File: src/rtl/eth_pkg.sv
`default_nettype none
// ============================================================================
//  eth_pkg : shared widths, beat structures and packer state encoding
//  Revision: 1.0
// ============================================================================
package eth_pkg;

    localparam int ETH_NARROW_W = 74;
    localparam int ETH_WIDE_W   = 2 * ETH_NARROW_W;

    typedef struct packed {
        logic [ETH_NARROW_W-1:0] data;
        logic                    sop;
        logic                    eop;
    } narrow_beat_t;

    typedef struct packed {
        logic [ETH_WIDE_W-1:0] data;
        logic                  sop;
        logic                  eop;
        logic                  empty;
    } wide_beat_t;

    typedef enum logic [0:0] {
        ST_EMPTY = 1'b0,
        ST_HALF  = 1'b1
    } pack_state_t;

endpackage
`default_nettype wire

File: src/rtl/eth_doublewidth_packer_if.sv
`default_nettype none
// ============================================================================
//  eth_doublewidth_packer_if : narrow-in / wide-out Avalon-ST bundle
//  Revision: 1.0
// ============================================================================
interface eth_doublewidth_packer_if
    import eth_pkg::*;
#(
    parameter int IN_W = ETH_NARROW_W
);
    logic              in_valid;
    logic              in_ready;
    logic [IN_W-1:0]   in_data;
    logic              in_startofpacket;
    logic              in_endofpacket;
    logic              out_valid;
    logic              out_ready;
    logic [2*IN_W-1:0] out_data;
    logic              out_startofpacket;
    logic              out_endofpacket;
    logic              out_empty;

    // The adapter itself is the slave view; the upstream/downstream pair is the master view.
    modport slave (
        input  in_valid, in_data, in_startofpacket, in_endofpacket, out_ready,
        output in_ready, out_valid, out_data, out_startofpacket, out_endofpacket, out_empty
    );

    modport master (
        output in_valid, in_data, in_startofpacket, in_endofpacket, out_ready,
        input  in_ready, out_valid, out_data, out_startofpacket, out_endofpacket, out_empty
    );
endinterface
`default_nettype wire

File: src/rtl/eth_doublewidth_packer.sv
`default_nettype none
// ============================================================================
//  eth_doublewidth_packer : packs two narrow beats of a packet into one wide
//  beat. Optional ETH_DW_STATS_EN adds pkt_count / drop_count outputs.
//  Revision: 1.0
// ============================================================================
module eth_doublewidth_packer
    import eth_pkg::*;
#(
    parameter int IN_W = ETH_NARROW_W
)(
    input  logic                     clk,
    input  logic                     reset_n,
    eth_doublewidth_packer_if.slave  bus
`ifdef ETH_DW_STATS_EN
    ,
    output logic [31:0]              pkt_count,
    output logic [15:0]              drop_count
`endif
);

    narrow_beat_t    in_beat;
    pack_state_t     state_q, state_d;
    logic [IN_W-1:0] hold_data_q, hold_data_d;
    logic            hold_sop_q, hold_sop_d;
    wide_beat_t      out_q, out_d;
    logic            out_valid_q, out_valid_d;
    logic            in_ready;
    logic            in_accept;
    logic            out_accept;

    assign in_beat = '{data: bus.in_data, sop: bus.in_startofpacket, eop: bus.in_endofpacket};

    // Forced high in reset so upstream never sees a stale stall from the old output beat.
    assign in_ready   = !reset_n || !out_valid_q || bus.out_ready;
    assign in_accept  = bus.in_valid && in_ready;
    assign out_accept = out_valid_q && bus.out_ready;

    always_comb begin
        state_d     = state_q;
        hold_data_d = hold_data_q;
        hold_sop_d  = hold_sop_q;
        out_d       = out_q;
        out_valid_d = out_valid_q;

        if (bus.out_ready) begin
            out_valid_d = 1'b0;
        end

        if (in_accept) begin
            if (state_q == ST_HALF && !in_beat.sop) begin
                out_d       = '{data: {hold_data_q, in_beat.data}, sop: hold_sop_q,
                                eop: in_beat.eop, empty: 1'b0};
                out_valid_d = 1'b1;
                state_d     = ST_EMPTY;
            end else if (in_beat.eop) begin
                // A new sop while half-full abandons the held beat and restarts here.
                out_d       = '{data: {in_beat.data, {IN_W{1'b0}}}, sop: in_beat.sop,
                                eop: 1'b1, empty: 1'b1};
                out_valid_d = 1'b1;
                state_d     = ST_EMPTY;
            end else begin
                hold_data_d = in_beat.data;
                hold_sop_d  = in_beat.sop;
                state_d     = ST_HALF;
            end
        end
    end

    always_ff @(posedge clk) begin
        if (!reset_n) begin
            state_q     <= ST_EMPTY;
            hold_data_q <= '0;
            hold_sop_q  <= 1'b0;
            out_q       <= '0;
            out_valid_q <= 1'b0;
        end else begin
            state_q     <= state_d;
            hold_data_q <= hold_data_d;
            hold_sop_q  <= hold_sop_d;
            out_q       <= out_d;
            out_valid_q <= out_valid_d;
        end
    end

    assign bus.in_ready          = in_ready;
    assign bus.out_valid         = out_valid_q;
    assign bus.out_data          = out_q.data;
    assign bus.out_startofpacket = out_q.sop;
    assign bus.out_endofpacket   = out_q.eop;
    assign bus.out_empty         = out_q.empty;

`ifdef ETH_DW_STATS_EN
    logic [31:0] pkt_count_q, pkt_count_d;
    logic [15:0] drop_count_q, drop_count_d;
    logic        drop_event;

    assign drop_event = in_accept && (state_q == ST_HALF) && in_beat.sop;

    always_comb begin
        pkt_count_d  = pkt_count_q;
        drop_count_d = drop_count_q;
        if (out_accept && out_q.eop) begin
            pkt_count_d = pkt_count_q + 32'd1;
        end
        if (drop_event && drop_count_q != 16'hFFFF) begin
            drop_count_d = drop_count_q + 16'd1;
        end
    end

    always_ff @(posedge clk) begin
        if (!reset_n) begin
            pkt_count_q  <= '0;
            drop_count_q <= '0;
        end else begin
            pkt_count_q  <= pkt_count_d;
            drop_count_q <= drop_count_d;
        end
    end

    assign pkt_count  = pkt_count_q;
    assign drop_count = drop_count_q;
`else
    logic unused_out_accept;
    assign unused_out_accept = out_accept;
`endif

endmodule
`default_nettype wire

File: src/flat_wrapper.sv
// flat-port wrapper written by rule: the top's interface ports become plain ports
module eth_doublewidth_packer_flat import eth_pkg::*;
#(
    parameter int IN_W = ETH_NARROW_W
)
  (clk, reset_n, bus_in_valid, bus_in_data, bus_in_startofpacket, bus_in_endofpacket, bus_out_ready, bus_in_ready, bus_out_valid, bus_out_data, bus_out_startofpacket, bus_out_endofpacket, bus_out_empty);
  eth_doublewidth_packer_if #(.IN_W(IN_W)) bus_i ();
  input  logic clk;
  input  logic reset_n;
  input wire logic [$bits(bus_i.in_valid)-1:0] bus_in_valid;
  input wire logic [$bits(bus_i.in_data)-1:0] bus_in_data;
  input wire logic [$bits(bus_i.in_startofpacket)-1:0] bus_in_startofpacket;
  input wire logic [$bits(bus_i.in_endofpacket)-1:0] bus_in_endofpacket;
  input wire logic [$bits(bus_i.out_ready)-1:0] bus_out_ready;
  output wire logic [$bits(bus_i.in_ready)-1:0] bus_in_ready;
  output wire logic [$bits(bus_i.out_valid)-1:0] bus_out_valid;
  output wire logic [$bits(bus_i.out_data)-1:0] bus_out_data;
  output wire logic [$bits(bus_i.out_startofpacket)-1:0] bus_out_startofpacket;
  output wire logic [$bits(bus_i.out_endofpacket)-1:0] bus_out_endofpacket;
  output wire logic [$bits(bus_i.out_empty)-1:0] bus_out_empty;
  assign bus_i.in_valid = bus_in_valid;
  assign bus_i.in_data = bus_in_data;
  assign bus_i.in_startofpacket = bus_in_startofpacket;
  assign bus_i.in_endofpacket = bus_in_endofpacket;
  assign bus_i.out_ready = bus_out_ready;
  assign bus_in_ready = bus_i.in_ready;
  assign bus_out_valid = bus_i.out_valid;
  assign bus_out_data = bus_i.out_data;
  assign bus_out_startofpacket = bus_i.out_startofpacket;
  assign bus_out_endofpacket = bus_i.out_endofpacket;
  assign bus_out_empty = bus_i.out_empty;
  eth_doublewidth_packer #(.IN_W(IN_W)) u_core (.clk(clk), .reset_n(reset_n), .bus(bus_i));
endmodule
File: config.mk
export PLATFORM = sky130hd
export DESIGN_NAME = eth_doublewidth_packer_flat
export DESIGN_NICKNAME = d
export VERILOG_FILES = /design/src/rtl/eth_pkg.sv /design/src/rtl/eth_doublewidth_packer_if.sv /design/src/rtl/eth_doublewidth_packer.sv /design/src/flat_wrapper.sv
export SDC_FILE = /design/constraint.sdc
export NUM_CORES = 1
export LEC_CHECK = 0
export CAP_MARGIN = 25
export CORE_UTILIZATION = 40
export DETAILED_ROUTE_END_ITERATION = 12
export GPL_ROUTABILITY_DRIVEN = 0
export HOLD_SLACK_MARGIN = 0.15
export PLACE_DENSITY = 0.76
export SLEW_MARGIN = 20
export SYNTH_ARGS = -nofsm -noshare
export SYNTH_HDL_FRONTEND = slang
export SYNTH_SLANG_ARGS = --single-unit
export TNS_END_PERCENT = 5
File: constraint.sdc
create_clock -name clk -period 1.65 [get_ports clk]
set_input_delay 0.33 -clock clk [delete_from_list [all_inputs] [get_ports clk]]
set_output_delay 0.33 -clock clk [all_outputs]
set_load 0.01 [all_outputs]
==> Word-level counts from Yosys, hierarchy flattened <==
Index checks and enable logic that the tools add are counted.
{ "classes": {"muxes": 8, "n_bitwise": 2, "reduce_logical": 10} }
{ "op_table": {"columns": ["operator", "count"], "rows": [
  ["2-to-1 mux 151 bit", 2],
  ["2-to-1 mux 1 bit", 6],
  ["zero test 1 bit", 3],
  ["AND reduction 3 bit", 1],
  ["logical AND 1 bit", 2],
  ["logical OR 1 bit", 2],
  ["inverter 1 bit", 2],
  ["AND reduction 2 bit", 1],
  ["nonzero test 2 bit", 1]
]} }
{ "word_totals": {"reg_bits": 228, "elab_cells": 28} }

==> Logic depth before layout (Yosys ltp) <==
Gate-level depths: netlist of run 1.
{ "logic_depth": {"ltp_word": 5, "mapped_depth": 8, "mapped_depth_nobuf": 4} }

==> Worst setup path after synthesis of run 1 <==
No wires, ideal clock.
{ "synth_timing": {"path_type": "in2reg", "start": "input bus_out_ready", "end": "register u_core.out_q, in the netlist u_core.bus.out_data[35]", "setup_time_ps": 130, "arrival_ps": 1369, "required_time_ps": 1520, "setup_slack_ps": 151, "stages": 5, "path_cell_list": "nand3b_2 > nand3_1 > buf_2 > clkbuf_1 > o22ai_1"} }
{ "synth_between": {"elab_chain_len": 3} }
{ "synth_rtl": {"columns": ["item", "line", "source"], "rows": [
  ["from (decl)", "flat_wrapper.sv:14", "input wire logic [$bits(bus_i.out_ready)-1:0] bus_out_ready;"],
  ["logical OR 1 bit", "eth_doublewidth_packer.sv:35", "assign in_ready = !reset_n || !out_valid_q || bus.out_ready;"],
  ["logical AND 1 bit", "eth_doublewidth_packer.sv:36", "assign in_accept = bus.in_valid && in_ready;"],
  ["AND reduction 2 bit (no source line)", null, null],
  ["to (signal assigned)", "eth_doublewidth_packer.sv:81", "out_q <= out_d;"],
  ["to (decl)", "eth_doublewidth_packer.sv:26", "wide_beat_t out_q, out_d;"]
]} }
No other way between the ends.
A chain may end at the register's enable or synchronous reset.

==> Worst setup path in the final report of run 1 <==
{ "layout_timing": {"start": "register u_core.state_q", "end": "register u_core.out_q, in the netlist u_core.bus.out_data[96]"} }
{ "layout_between": {"elab_chain_len": 3, "word_cells_on_any_way": 4, "classes_between": "mux (1); reduce/logical (3)"} }
{ "layout_rtl": {"columns": ["item", "line", "source"], "rows": [
  ["from (decl)", "eth_doublewidth_packer.sv:23", "pack_state_t state_q, state_d;"],
  ["from (signal assigned)", "eth_doublewidth_packer.sv:78", "state_q <= state_d;"],
  ["logical AND 1 bit (*)", "eth_doublewidth_packer.sv:51", "if (state_q == ST_HALF && !in_beat.sop) begin"],
  ["nonzero test 2 bit (no source line)", null, null],
  ["AND reduction 2 bit (no source line)", null, null]
]} }
Mark *: on every way between the ends. The rest lies on a longest branch, timed or not.

==> summary.txt, run 1 <==
outcome = completed
met2 usage = 36.2%
total global routing overflow = 0
Synth Area in Compound Gates = 18.2%
most frequent cells in the layout = nand2_1 (301), dfxtp_1 (228), dlygate4sd2_1 (152)
Crit Path Category = flop to flop
worst min path class = primary input to flop
clock tree buffer depth = 3
Worst-Skew Late Latency = 0.50 ns
CTS tree = built
Via Count = 7998
area grow syn2layout = 42.0%
Seq/Total Area, Yosys = 54.2%
clk sinks = 228
Post-Syn Nets = 1096
Yosys reg bits = 228
Post-Synth Simple-Gate Area = 21.7%
drt total wl = 24.4 mm
area of the die = 21600 um2
VDD IR-drop max = 0.774 mV
cts hold-fix bufs = 0
Setup Viol. Count Final = 0
Worst-path clk slew = 0.06 ns
global-route wire length before repair = 38.7 mm
clock root cell = clkbuf_16
Max Clk Rate = 653 MHz
leakage power = 0.00512 uW
CORE AREA = 20400 um2
GR peak layer = met2
die height = 147 um
H-tree levels = 1
CP delay by family, top = compound AO/OA/AOI/OAI gates
DRT antenna net count = 0
Port Buffer Count = 232
GRT Util Overall = 21.9%
met1 Use GR = 28.6%
Slowest cell on crit path = dfxtp_1
DR DRC count = 0
commonest non-fill, non-tap cell in the layout = nand2_1
FILL cells = 1843
max_slew headroom = 71.9%
final period utilization = 92.8%
n_diodes = 0
Synth Instances = 1016
largest family of logic cells by synthesized area = simple AND/OR/NAND/NOR gates
Max stage delay on crit path = 0.35 ns
Cell Area, Synth = 8420 um2
final hold violation count = 0
CTS buffer count = 23
initial drt markers = 438
crit path DAT = 1.93 ns
pin count of the biggest net entering global routing = 102
Final TNS setup = 0 ns
Vias/cell = 5.28
required time worst endpoint = 2.05 ns
clock skew = 0.00594 ns
footprint of the multi-input gates = 3400 um2
proportion of layout cells with a drive suffix above 1 = 8.19%
Core Rows = 52
# IOs = 233
routed len/inst = 16.1 um
post-synthesis xor/xnor area fraction = 0%
M3 GR Usage = 3.42%
pwr/cell area = 1110 nW/um2
Mapped Avg Cell Area = 8.29 um2
Adder-Cell Fraction of Synth Area = 0%
Starting Density = 41.2%
# placed instances = 1474
hold slack = 0.294 ns
Final Max Slew Viols = 0
MaxCap Viol Count = 0
number of library cell types mapped by synthesis = 23
mux cell area share after synthesis = 0%
Pre-antenna DRT Iters = 5
Yosys warnings = 0
fin cells = 1515
Setup crit end kind = flop
initial antenna violation count = 0
CP Launch Type = flop
Die W = 147 um
cells along the critical path = nor2b_4 -> o211a_4 -> buf_12 -> nor2_1 -> a311oi_1
crit path time final = 1.53 ns
CP Max Fanout = 42
RSZ-0062 raised after global routing = false
vias in the first global route = 7282
Final nets = 1309
Register Area = 4560 um2
crit path buf inv count = 1
DP HPWL = 16.4 mm
slew at the pin closest to its max-slew limit = 0.422 ns
cell type report:
| type | instances | share of cell area, % |
|---|---|---|
| Sequential cell | 228 | 38.2 |
| Multi-Input combinational cell | 688 | 28.4 |
| Timing Repair Buffer | 287 | 23.3 |
| Clock buffer | 27 | 5.11 |
| Tap cell | 270 | 2.82 |
| Clock inverter | 14 | 2.11 |
| Inverter | 1 | 0.0314 |
registers in the layout, indices dropped and copies added (netlist names):
name and flops:
u_core.bus.out_valid 1, u_core.hold_data_q 74, u_core.bus.out_empty 1, u_core.state_q 1, u_core.bus.out_data 148, u_core.hold_sop_q 1
u_core.bus.out_startofpacket 1, u_core.bus.out_endofpacket 1
repair_timing:
| item | in CTS | in global routing |
|---|---|---|
| resized for setup | 154 | 1 |
| pin swaps | 0 | 0 |
| setup endpoints to repair | 153 | 1 |
| buffers inserted | 0 | 0 |
per-layer routing:
metal	up-vias	wire length, um
li1	3980	-
met1	3718	10600
met2	252	11700
met3	48	1320
met4	0	849
met5	-	0
report_power, final:
group	total [uW]	switching, uW	internal [uW]
logic	1470	799	671
clock network	5930	2180	3750
registers	5900	137	5770
Yosys cell counts, drive strengths merged:
master,n,area (um2)
a311oi,74,648
a21oi,2,10.0
o211a,1,10.0
a211oi,1,7.51
o211ai,1,7.51
a32oi,1,8.76
buf,45,285
nor2b,1,6.26
dfxtp,228,4560
inv,1,3.75
clkbuf,54,203
nand4b,1,8.76
nand3,76,380
nand3b,1,11.3
a31oi,1,6.26
nand2b,1,6.26
o21ai,75,375
o22ai,74,463
nand2,301,1130
nor2,77,289
cells by family (layout without fill, tap and decap cells):
kind of cell / after synthesis / in the layout
buf+inv: 100 / 329
compound gates: 230 / 230
simple gates: 458 / 458
flops: 228 / 228
path summary, 6_finish.rpt:
kind | endpoint | depth (start not counted) | slack, ns | from
worst max-delay path | u_core.bus.out_data[96] | 5 | 0.12 | u_core.state_q
worst min-delay path | u_core.bus.out_valid | 4 | 0.29 | reset_n
worst max register to register | u_core.bus.out_data[96] | 5 | 0.12 | u_core.state_q
worst min register to register | u_core.bus.out_data[54] | 2 | 0.47 | u_core.bus.out_data[54]
worst reg2reg max path: cells and delay by family, from the launching register on:
| family | cells | cell delay, ns |
|---|---|---|
| flip-flops | 1 | 0.35 |
| AND/OR/NAND/NOR | 2 | 0.27 |
| AO/OA/AOI/OAI | 2 | 0.57 |
| buffers and inverters | 1 | 0.25 |
stage by stage:
step           power [uW]  setup slack (ns)  util, %  area, um2
2_1_floorplan        6750             0.151        -       8420
3_3_place_gp         7580            -0.258     55.3      11300
3_5_place_dp         7610            -0.324     55.3      11300
4_1_cts             13400            0.0342     58.6      12000
5_1_grt             13800            0.0357     58.5      12000
6_report            13300             0.119     58.5      12000
No activity file was read; power rests on OpenSTA's default activity.
==> inputs of run 2 (changes only) <==
- CORE_UTILIZATION: 40 -> 47
- PLACE_DENSITY: 0.76 -> 0.85
==> run 2 against run 1 <==
Power fell by 5.5%. Sequential cell count unchanged. Maximum frequency fell by 3.8%. First-iteration DRC count rose by 23%. Clock skew decreased by 0.00090 ns. Critical path type is now primary input to output pin. Largest cell class unchanged.
==> summary.txt, run 2 (same netlist as run 1, synthesis figures left out) <==
# IOs = 233 (unchanged)
Vias/cell = 5.46 (+3.4%)
footprint of the multi-input gates = 3400 um2 (+0.18%)
n_diodes = 0 (unchanged)
wire length on met2 = 11.8 mm (+0.90%)
# placed instances = 1424 (-3.4%)
CTS tree = built
area grow syn2layout = 39.8%
RSZ-0062 raised after global routing = false
VDD IR-drop max = 0.830 mV (+7.3%)
Max stage delay on crit path = 0.39 ns (+0.04 ns)
Clock power frac = 41.4% (-3.1 points)
Hold Path Cell Cnt = 4 (unchanged)
Worst-path clk slew = 0.06 ns (about the same)
Crit Path Category = primary input to output pin
H-tree levels = 1 (unchanged)
slew at the pin closest to its max-slew limit = 0.408 ns (-0.0139 ns)
Largest register FFs = 148 (unchanged)
hold endpoint = u_core.bus.out_empty
total global routing overflow = 0 (unchanged)
cts hold-fix bufs = 0 (unchanged)
Worst-Skew Late Latency = 0.49 ns (about the same)
cells along the critical path = clkdlybuf4s50_1 -> nand3b_2 -> clkdlybuf4s15_1
clock skew = 0.00504 ns (-0.000902 ns)
Internal = 9590 uW (-5.9%)
Register Area = 4570 um2 (about the same)
leakage power = 0.00505 uW (-1.4%)
CP Launch Type = primary input
DR DRC count = 0 (unchanged)
FILL cells = 1419 (-23%)
clk sinks = 228 (unchanged)
Final TNS setup = 0 ns (unchanged)
placed cell area = 11200 um2 (-0.83%)
proportion of layout cells with a drive suffix above 1 = 7.59% (-0.60 points)
CTS buffer count = 23 (unchanged)
Top Metal Used = met4
r2r worst-path depth = 5 (unchanged)
clock root cell = clkbuf_16
Final Max Slew Viols = 0 (unchanged)
CP delay by family, top = buffers and inverters
hold_sp = reset_n
fin cells = 1463 (-3.4%)
sequential fraction of design power = 47.0% (+2.6 points)
DRT antenna net count = 0 (unchanged)
pin count of the biggest net entering global routing = 97 (-4.9%)
Pre-antenna DRT Iters = 5 (unchanged)
die height = 136 um (-7.6%)
Setup Viol. Count Final = 0 (unchanged)
Port Buffer Count = 232 (unchanged)
outcome = completed
MaxCap Viol Count = 0 (unchanged)
DP HPWL = 16.3 mm (-0.67%)
Final nets = 1304 (-0.38%)
most frequent cells in the layout = nand2_1 (301), dfxtp_1 (227), dlygate4sd2_1 (152)
Via Count = 7987 (-0.14%)
met3 routed WL = 1.28 mm (-2.8%)
drt total wl = 24.0 mm (-1.7%)
pwr/cell area = 1070 nW/um2 (-4.0%)
final hold violation count = 0 (unchanged)
required time worst endpoint = 1.32 ns (-0.73 ns)
area of the die = 18500 um2 (-15%)
initial drt markers = 537 (+23%)
crit path DAT = 1.26 ns (-0.67 ns)
final setup margin = 0.0595 ns (-0.0597 ns)
Die W = 136 um (-7.6%)
crit path time final = 1.59 ns (+0.0597 ns)
reg-to-reg slack, setup = 0.12 ns (about the same)
vias in the first global route = 7451 (+2.3%)
R2R Path Start = u_core.state_q
pre-CTS setup slack = -0.324 ns (-0.000187 ns)
P_sw = 2990 uW (-3.9%)
global-route wire length before repair = 37.9 mm (-2.1%)
GRT Util Overall = 25.5% (+3.6 points)
max_slew headroom = 72.8% (+0.92 points)
combinational group share of total power = 11.6% (+0.5 points)
routed len/inst = 16.4 um (+1.8%)
initial antenna violation count = 0 (unchanged)
final period utilization = 96.4% (+3.6 points)
Setup crit end kind = output pin
Sw Ratio = 23.8% (+0.38 points)
Starting Density = 48.4% (+7.1 points)
Max Clk Rate = 629 MHz (-3.8%)
crit path buf inv count = 2 (+1)
final instance area = 11800 um2 (-1.5%)
Reg-to-Reg End = u_core.bus.out_data[136]
worst min path class = primary input to flop
Slowest cell on crit path = clkdlybuf4s50_1
metal1 wirelength = 10.1 mm (-4.1%)
clock tree buffer depth = 3 (unchanged)
CP Max Fanout = 5 (-88%)
commonest non-fill, non-tap cell in the layout = nand2_1
Post-CTS Setup Repair Bufs = 0 (unchanged)
CORE AREA = 17400 um2 (-15%)
Core Rows = 48 (-7.7%)
[run 2: what timing repair did]
action	in CTS	in global routing
resized for setup	153	4
gates cloned	0	0
setup endpoints to repair	153	26
[run 2: cell type report]
cell class	instances	share of cell area, %
clock buffer	30	5.37
clock inverter	9	1.04
inverter	1	0.0319
multi-input combinational	688	28.9
sequential	228	38.8
tap	225	2.39
timing repair buffer	282	23.5
[run 2: how the worst max path moves through the flow]
stage                               from                    endpoint  slack (ns)  cells past startpoint
floorplan                  bus_out_ready     u_core.bus.out_data[35]        0.15                      5
global placement    bus_in_startofpacket  u_core.bus.out_endofpacket       -0.23                      7
detailed placement  bus_in_startofpacket    u_core.bus.out_data[136]       -0.32                      6
CTS                 u_core.bus.out_valid                bus_in_ready       0.001                      2
global route              u_core.state_q    u_core.bus.out_data[123]        0.01                      5
finish                     bus_out_ready                bus_in_ready        0.06                      3
[run 2: power groups by stage]
stage | sequential (uW) | clock [uW] | combinational, uW
3_5_place_dp | 6030 | 0 | 1560
2_1_floorplan | 6080 | 0 | 664
4_1_cts | 5910 | 5290 | 1450
3_3_place_gp | 6020 | 0 | 1530
6_report | 5910 | 5210 | 1460
5_1_grt | 5930 | 5540 | 1590
[run 2: worst reg2reg max path, delay by kind of cell, from the launching register on]
family          cells  cell delay (ns)
buf+inv             1             0.26
simple gates        2             0.27
compound gates      2             0.54
flops               1             0.36
[run 2: per-layer routing]
layer,vias to the layer above,track usage (%)
li1,3963,-
met1,3699,31.8
met2,276,44.8
met3,49,3.36
met4,0,9.32
met5,-,0
[run 2: through the flow]
stage               total power [uW]  util [%]  hold slack (ns)
floorplan                       6750         -            0.444
global placement                7550      64.3            0.452
detailed placement              7590      64.3            0.457
CTS                            12700      67.5            0.281
global route                   13100      67.6            0.313
finish                         12600      67.6            0.292
